--- src/rtl/lfsr_pkg.sv ---
// rtl/lfsr_pkg.sv - shared constants and helpers for the LFSR PRBS generator
//
// Contents:
//   MODE_FIB / MODE_GAL  values of the mode input
//   default_fib_taps()   maximal-length Fibonacci tap masks, widths 3..16
//   default_gal_poly()   maximal-length Galois feedback masks, widths 3..16
//   lfsr_params_ok()     elaboration-time legality check of the parameter set
package lfsr_pkg;

  localparam logic MODE_FIB = 1'b0;
  localparam logic MODE_GAL = 1'b1;

  localparam int LFSR_MIN_WIDTH = 3;
  localparam int LFSR_MAX_WIDTH = 32;

  // Bit i set means state[i] feeds the XOR; the register shifts towards the MSB
  // and the feedback enters bit 0.
  function automatic logic [31:0] default_fib_taps(input int width);
    logic [31:0] taps;
    case (width)
      3:       taps = 32'h0000_0006;
      4:       taps = 32'h0000_000C;
      5:       taps = 32'h0000_0014;
      6:       taps = 32'h0000_0030;
      7:       taps = 32'h0000_0060;
      8:       taps = 32'h0000_00B8;
      9:       taps = 32'h0000_0110;
      10:      taps = 32'h0000_0240;
      11:      taps = 32'h0000_0500;
      12:      taps = 32'h0000_0829;
      13:      taps = 32'h0000_100D;
      14:      taps = 32'h0000_2015;
      15:      taps = 32'h0000_6000;
      16:      taps = 32'h0000_D008;
      default: taps = 32'h0000_0000;
    endcase
    return taps;
  endfunction

  // Lower coefficients of a primitive polynomial; the x^width term is implied.
  function automatic logic [31:0] default_gal_poly(input int width);
    logic [31:0] poly;
    case (width)
      3:       poly = 32'h0000_0003;
      4:       poly = 32'h0000_0003;
      5:       poly = 32'h0000_0005;
      6:       poly = 32'h0000_0003;
      7:       poly = 32'h0000_0003;
      8:       poly = 32'h0000_001D;
      9:       poly = 32'h0000_0011;
      10:      poly = 32'h0000_0009;
      11:      poly = 32'h0000_0005;
      12:      poly = 32'h0000_0053;
      13:      poly = 32'h0000_001B;
      14:      poly = 32'h0000_0443;
      15:      poly = 32'h0000_0003;
      16:      poly = 32'h0000_100B;
      default: poly = 32'h0000_0000;
    endcase
    return poly;
  endfunction

  // A zero seed would lock the register at zero, and an empty tap set never
  // produces a sequence, so both are rejected along with out-of-range widths.
  function automatic bit lfsr_params_ok(input int          width,
                                        input logic [31:0] seed,
                                        input logic [31:0] fib_taps,
                                        input logic [31:0] gal_poly);
    return (width >= LFSR_MIN_WIDTH) && (width <= LFSR_MAX_WIDTH) &&
           (seed != 32'd0) && (fib_taps != 32'd0) && (gal_poly != 32'd0);
  endfunction

endpackage

--- src/rtl/lfsr_next.sv ---
// rtl/lfsr_next.sv - combinational next-state function of the LFSR
//
// Ports:
//   state       in   WIDTH  current register contents
//   mode        in   1      MODE_FIB or MODE_GAL
//   fib_taps    in   WIDTH  Fibonacci tap mask
//   gal_poly    in   WIDTH  Galois feedback mask
//   next_state  out  WIDTH  register contents after one step
module lfsr_next
  import lfsr_pkg::*;
#(
  parameter int WIDTH = 8
) (
  input  logic [WIDTH-1:0] state,
  input  logic             mode,
  input  logic [WIDTH-1:0] fib_taps,
  input  logic [WIDTH-1:0] gal_poly,
  output logic [WIDTH-1:0] next_state
);

  logic             fib_bit;
  logic [WIDTH-1:0] fib_next;
  logic [WIDTH-1:0] gal_next;

  always_comb begin
    fib_bit    = ^(state & fib_taps);
    fib_next   = {state[WIDTH-2:0], fib_bit};
    // The bit shifted out of the MSB is the x^WIDTH term; reduce it modulo
    // the polynomial by folding in the lower coefficients.
    gal_next   = {state[WIDTH-2:0], 1'b0} ^ (state[WIDTH-1] ? gal_poly : '0);
    next_state = (mode == MODE_GAL) ? gal_next : fib_next;
  end

endmodule

--- src/rtl/lfsr_prbs_gen.sv ---
// rtl/lfsr_prbs_gen.sv - LFSR PRBS generator with seed load, lock-up recovery and period counter
//
// Ports:
//   clk      in   1      rising-edge clock
//   rst      in   1      synchronous active-low reset
//   en       in   1      advance one step this cycle
//   mode     in   1      0 = Fibonacci, 1 = Galois
//   load     in   1      load seed_in this cycle (wins over en)
//   seed_in  in   WIDTH  seed value for load; zero is replaced by SEED
//   state    out  WIDTH  current register contents
//   bit_out  out  1      serial PRBS bit, state[WIDTH-1]
//   count    out  WIDTH  steps since last load, reset or wrap (saturating)
//   wrap     out  1      one-cycle pulse when a step returns to the active seed
//   lockup   out  1      one-cycle pulse when a zero seed/state was replaced by SEED
module lfsr_prbs_gen
  import lfsr_pkg::*;
#(
  parameter int             WIDTH    = 8,
  parameter logic [WIDTH-1:0] FIB_TAPS = 8'hB8,
  parameter logic [WIDTH-1:0] GAL_POLY = 8'h1D,
  parameter logic [WIDTH-1:0] SEED     = 8'h01
) (
  input  logic             clk,
  input  logic             rst,
  input  logic             en,
  input  logic             mode,
  input  logic             load,
  input  logic [WIDTH-1:0] seed_in,
  output logic [WIDTH-1:0] state,
  output logic             bit_out,
  output logic [WIDTH-1:0] count,
  output logic             wrap,
  output logic             lockup
);

  localparam logic [WIDTH-1:0] COUNT_MAX = '1;

  if (!lfsr_params_ok(WIDTH, 32'(SEED), 32'(FIB_TAPS), 32'(GAL_POLY))) begin : g_param_error
    $error("lfsr_prbs_gen: illegal WIDTH, zero SEED or empty tap mask");
  end

  logic [WIDTH-1:0] seed_r;
  logic [WIDTH-1:0] next_state;

  lfsr_next #(
    .WIDTH(WIDTH)
  ) u_next (
    .state     (state),
    .mode      (mode),
    .fib_taps  (FIB_TAPS),
    .gal_poly  (GAL_POLY),
    .next_state(next_state)
  );

  assign bit_out = state[WIDTH-1];

  always_ff @(posedge clk) begin
    if (!rst) begin
      state  <= SEED;
      seed_r <= SEED;
      count  <= '0;
      wrap   <= 1'b0;
      lockup <= 1'b0;
    end else begin
      // Pulses default low so each is exactly one cycle wide.
      wrap   <= 1'b0;
      lockup <= 1'b0;
      if (load) begin
        count <= '0;
        if (seed_in == '0) begin
          state  <= SEED;
          seed_r <= SEED;
          lockup <= 1'b1;
        end else begin
          state  <= seed_in;
          seed_r <= seed_in;
        end
      end else if (state == '0) begin
        // All-zero is a fixed point of both feedback forms; escape it even
        // when not stepping so a corrupted register cannot stay stuck.
        state  <= SEED;
        seed_r <= SEED;
        count  <= '0;
        lockup <= 1'b1;
      end else if (en) begin
        state <= next_state;
        if (next_state == seed_r) begin
          count <= '0;
          wrap  <= 1'b1;
        end else if (count != COUNT_MAX) begin
          count <= count + 1'b1;
        end
      end
    end
  end

endmodule

--- config.mk ---
export PLATFORM = sky130hd
export DESIGN_NAME = lfsr_prbs_gen
export DESIGN_NICKNAME = d
export VERILOG_FILES = /design/src/rtl/lfsr_pkg.sv /design/src/rtl/lfsr_next.sv /design/src/rtl/lfsr_prbs_gen.sv
export SDC_FILE = /design/constraint.sdc
export NUM_CORES = 1
export LEC_CHECK = 0
export CORE_MARGIN = 5
export CORE_UTILIZATION = 55
export CTS_CLUSTER_SIZE = 14
export DETAILED_ROUTE_END_ITERATION = 8
export DONT_BUFFER_PORTS = 1
export PLACE_DENSITY = 0.7
export SYNTH_ARGS = -nofsm -noshare
export SYNTH_HDL_FRONTEND = slang
export SYNTH_SLANG_ARGS = --single-unit
--- constraint.sdc ---
create_clock -name clk -period 2 [get_ports clk]
set_input_delay 0.5 -clock clk [delete_from_list [all_inputs] [get_ports clk]]
set_output_delay 0.5 -clock clk [all_outputs]
set_load 0.01 [all_outputs]
==> impl_metrics.toml <==
[logic_synthesis]
syn_avg_cell_area_um2 = 9.05
async_reset_ff_frac = 0
dominantRegCellSynth = "dfxtp_1"
ys_ff_latch = 26
synth_edf_count = 0
netlist_area_um2 = 1370
synth_warnings = 0
synth_nets = 166
synth_cells = 151
ys_seq_area_frac = 0.381
yosysUniqueCellTypes = 43

[pwr]
p_per_area_nw_per_um2 = 692
switching_power_w = 0.000282
p_comb_frac = 0.192
p_sw_frac = 0.273
clock_power_share = 0.251
p_leak_nw = 0.631
power_frac_seq = 0.556
ir_worst_vdd_v = 0.000346
internal-power_w = 0.000751

[floorplanning]
die_x_um = 59.8
start_util = 0.562
num_rows = 18
core-area_um2 = 2430
die_area_um2 = 3580
die-height_um = 59.8
io_pins = 32

[sta]
fin_skew_ns = 0.00351
finalCritPeriodShare = 0.933
relSlewSlack = 0.664
setup_viol = 0
tightest_slew_ns = 0.499
finalCriticalPeriod_ns = 1.87
setup_tns_ns = 0
finalMaxSlewViolations = 0
hold_viol = 0
worst_slack_ns = 0.133
fmax_mhz = 536
grt_setup_unrepaired = "false"

[place]
place.gp.congestion = 0.900
placed_cells = 186
place_ws_ns = 0.154
placed_cell_area_um2 = 1460
dp_hpwl_um = 2590
port_buffers = 0

[critical_path]
crit_chain = "inv_1 -> ha_1 -> or4b_4 -> o211a_1 -> and4b_1 -> o22ai_1 -> o21ai_1"
max_stage_delay_ns = 0.49
cp_top_family = "simple AND/OR/NAND/NOR gates"
required_ns = 2.21
start_kind = "register"
cp-end-kind = "register"
path_buf_inv = 1
rr_startpoint = "state[4]$_SDFFE_PN0P_"
arrival_ns = 2.08
worstSetupPathType = "reg -> reg"
crit_fanout = 5
crit_slowest_cell = "or4b_4"
startpoint = "state[4]$_SDFFE_PN0P_"

[final_layout]
layout-drive-gt1-share = 0.163
finalNetCount = 176
antenna_cells = 0
final_area_um2 = 1490
final_common_cell = "dfxtp_1"
syn_to_final_growth_pct = 9.25
final_util = 0.614
layout.cells.non_filler = 190
final_cell_mix = "dfxtp_1, nand2_1, buf_4"
fillers = 210

[cts]
cts_buffers = 3
htreeDepth = 1
cts.hold.buffers_added = 0
cts_setup_buffers = 0
root_buffer = "clkbuf_4"
cts_tree = "yes"
cts.clk_slew.worst_paths_ns = 0.14
cts_buffer_depth = 2
insertion_delay_ns = 0.31
cts.sinks = 26

[detailed_routing]
totalWireLength_um = 3350
drtPass1Iterations = 4
drtAntennaViolNets = 0
drt_iter0_markers = 55
via_per_inst = 6.21
drt-wirelength-per-cell_um = 17.6
vias = 1179
drc = 0

[min_path]
min_from = "rst"
hold_path_class = "in -> reg"

[job]
max_cap_violations = 0

[global_routing]
grt_pass1_vias = 1162
grt_max_degree = 15
grt_pass1_wl_um = 5440
grt.overflow.total = 0
grt.total_usage = 0.199
antenna_found_initial = 0

[run_status]
status = "complete, no violations"
-- cell usage after synthesis (2+ instances only) --
| library cell | n | area share |
|---|---|---|
| o21ai_1 | 8 | 0.029 |
| dfxtp_1 | 26 | 0.38 |
| xnor2_1 | 6 | 0.038 |
| a211oi_1 | 2 | 0.011 |
| ha_1 | 2 | 0.018 |
| o21ai_0 | 3 | 0.011 |
| o211ai_2 | 2 | 0.018 |
| nor2_1 | 7 | 0.019 |
| nand4_1 | 2 | 0.0092 |
| and2_1 | 2 | 0.0092 |
| nand3_1 | 3 | 0.011 |
| clkbuf_1 | 4 | 0.011 |
| mux2i_1 | 2 | 0.015 |
| nor4_1 | 3 | 0.014 |
| o22ai_1 | 3 | 0.014 |
| xor2_1 | 6 | 0.038 |
| o211a_1 | 3 | 0.022 |
| and3_1 | 6 | 0.027 |
| nor3b_2 | 2 | 0.018 |
| a22o_1 | 7 | 0.045 |
| a21oi_1 | 11 | 0.040 |
| inv_1 | 4 | 0.011 |
| nor3_1 | 5 | 0.018 |
| nand2_1 | 13 | 0.036 |
-- cell families after synthesis --
| family | share of synthesized area |
|---|---|
| buf+inv | 0.0421 |
| xor+xnor | 0.111 |
| fa+ha+maj | 0.0183 |
| mux | 0.0147 |
| flops | 0.381 |
| compound gates | 0.232 |
| simple gates | 0.201 |
-- through the flow --
step	total power, W	hold WS, ns
global placement	0.000778	0.477
detailed placement	0.000783	0.485
floorplan	0.000740	0.462
global route	0.00109	0.241
finish	0.00103	0.257
CTS	0.00105	0.251
-- worst register-to-register path, cell delays in order, from the launching register on --
cell     delay, ns
dfxtp_1       0.34
inv_1         0.05
ha_1          0.14
or4b_4        0.49
o211a_1       0.31
and4b_1       0.21
o22ai_1       0.15
o21ai_1       0.09
-- per-layer routing --
metal / global-route usage / wire length, um / up-vias / share of wire
met5: 0 / 0 / - / 0
met4: 0.0411 / 15 / 0 / 0.0045
met3: 0.0562 / 212 / 2 / 0.063
met2: 0.358 / 1780 / 30 / 0.53
met1: 0.233 / 1340 / 576 / 0.40
li1: - / - / 571 / -
-- timing repair --
| action | 4_1_cts | 5_1_grt |
|---|---|---|
| gates resized for setup | 0 | 1 |
| hold endpoints to repair | 0 | 0 |
| endpoints found under the setup margin | 0 | 1 |
-- area by class of cell --
| class | instances | area [um^2] | share of cell area |
|---|---|---|---|
| Timing Repair Buffer | 12 | 90.1 | 0.0604 |
| Sequential cell | 26 | 520 | 0.349 |
| Inverter | 5 | 18.8 | 0.0126 |
| Tap cell | 30 | 37.5 | 0.0251 |
| Clock buffer | 4 | 36.3 | 0.0243 |
| Multi-Input combinational cell | 113 | 790 | 0.529 |
-- power groups by stage --
stage / Clock, W / Sequential (W) / Combinational (W)
2_1_floorplan: 0 / 0.000588 / 0.000152
3_3_place_gp: 0 / 0.000585 / 0.000193
3_5_place_dp: 0 / 0.000586 / 0.000197
4_1_cts: 0.000272 / 0.000575 / 0.000198
5_1_grt: 0.000291 / 0.000578 / 0.000221
6_report: 0.000260 / 0.000575 / 0.000199
-- registers in the layout, indices dropped and copies added, names as in the netlist --
name    count
lockup      1
seed_r      8
state       8
count       8
wrap        1
-- path summary, 6_finish.rpt --
path                       endpoint  slack [ns]  depth (start not counted)
max           count[2]$_SDFFE_PP0P_        0.13                          7
min          seed_r[0]$_SDFFE_PN1P_        0.26                          1
max reg2reg   count[2]$_SDFFE_PP0P_        0.13                          7
min reg2reg  seed_r[1]$_SDFFE_PN0P_        0.52                          1
(Power assumes the default switching activity.)
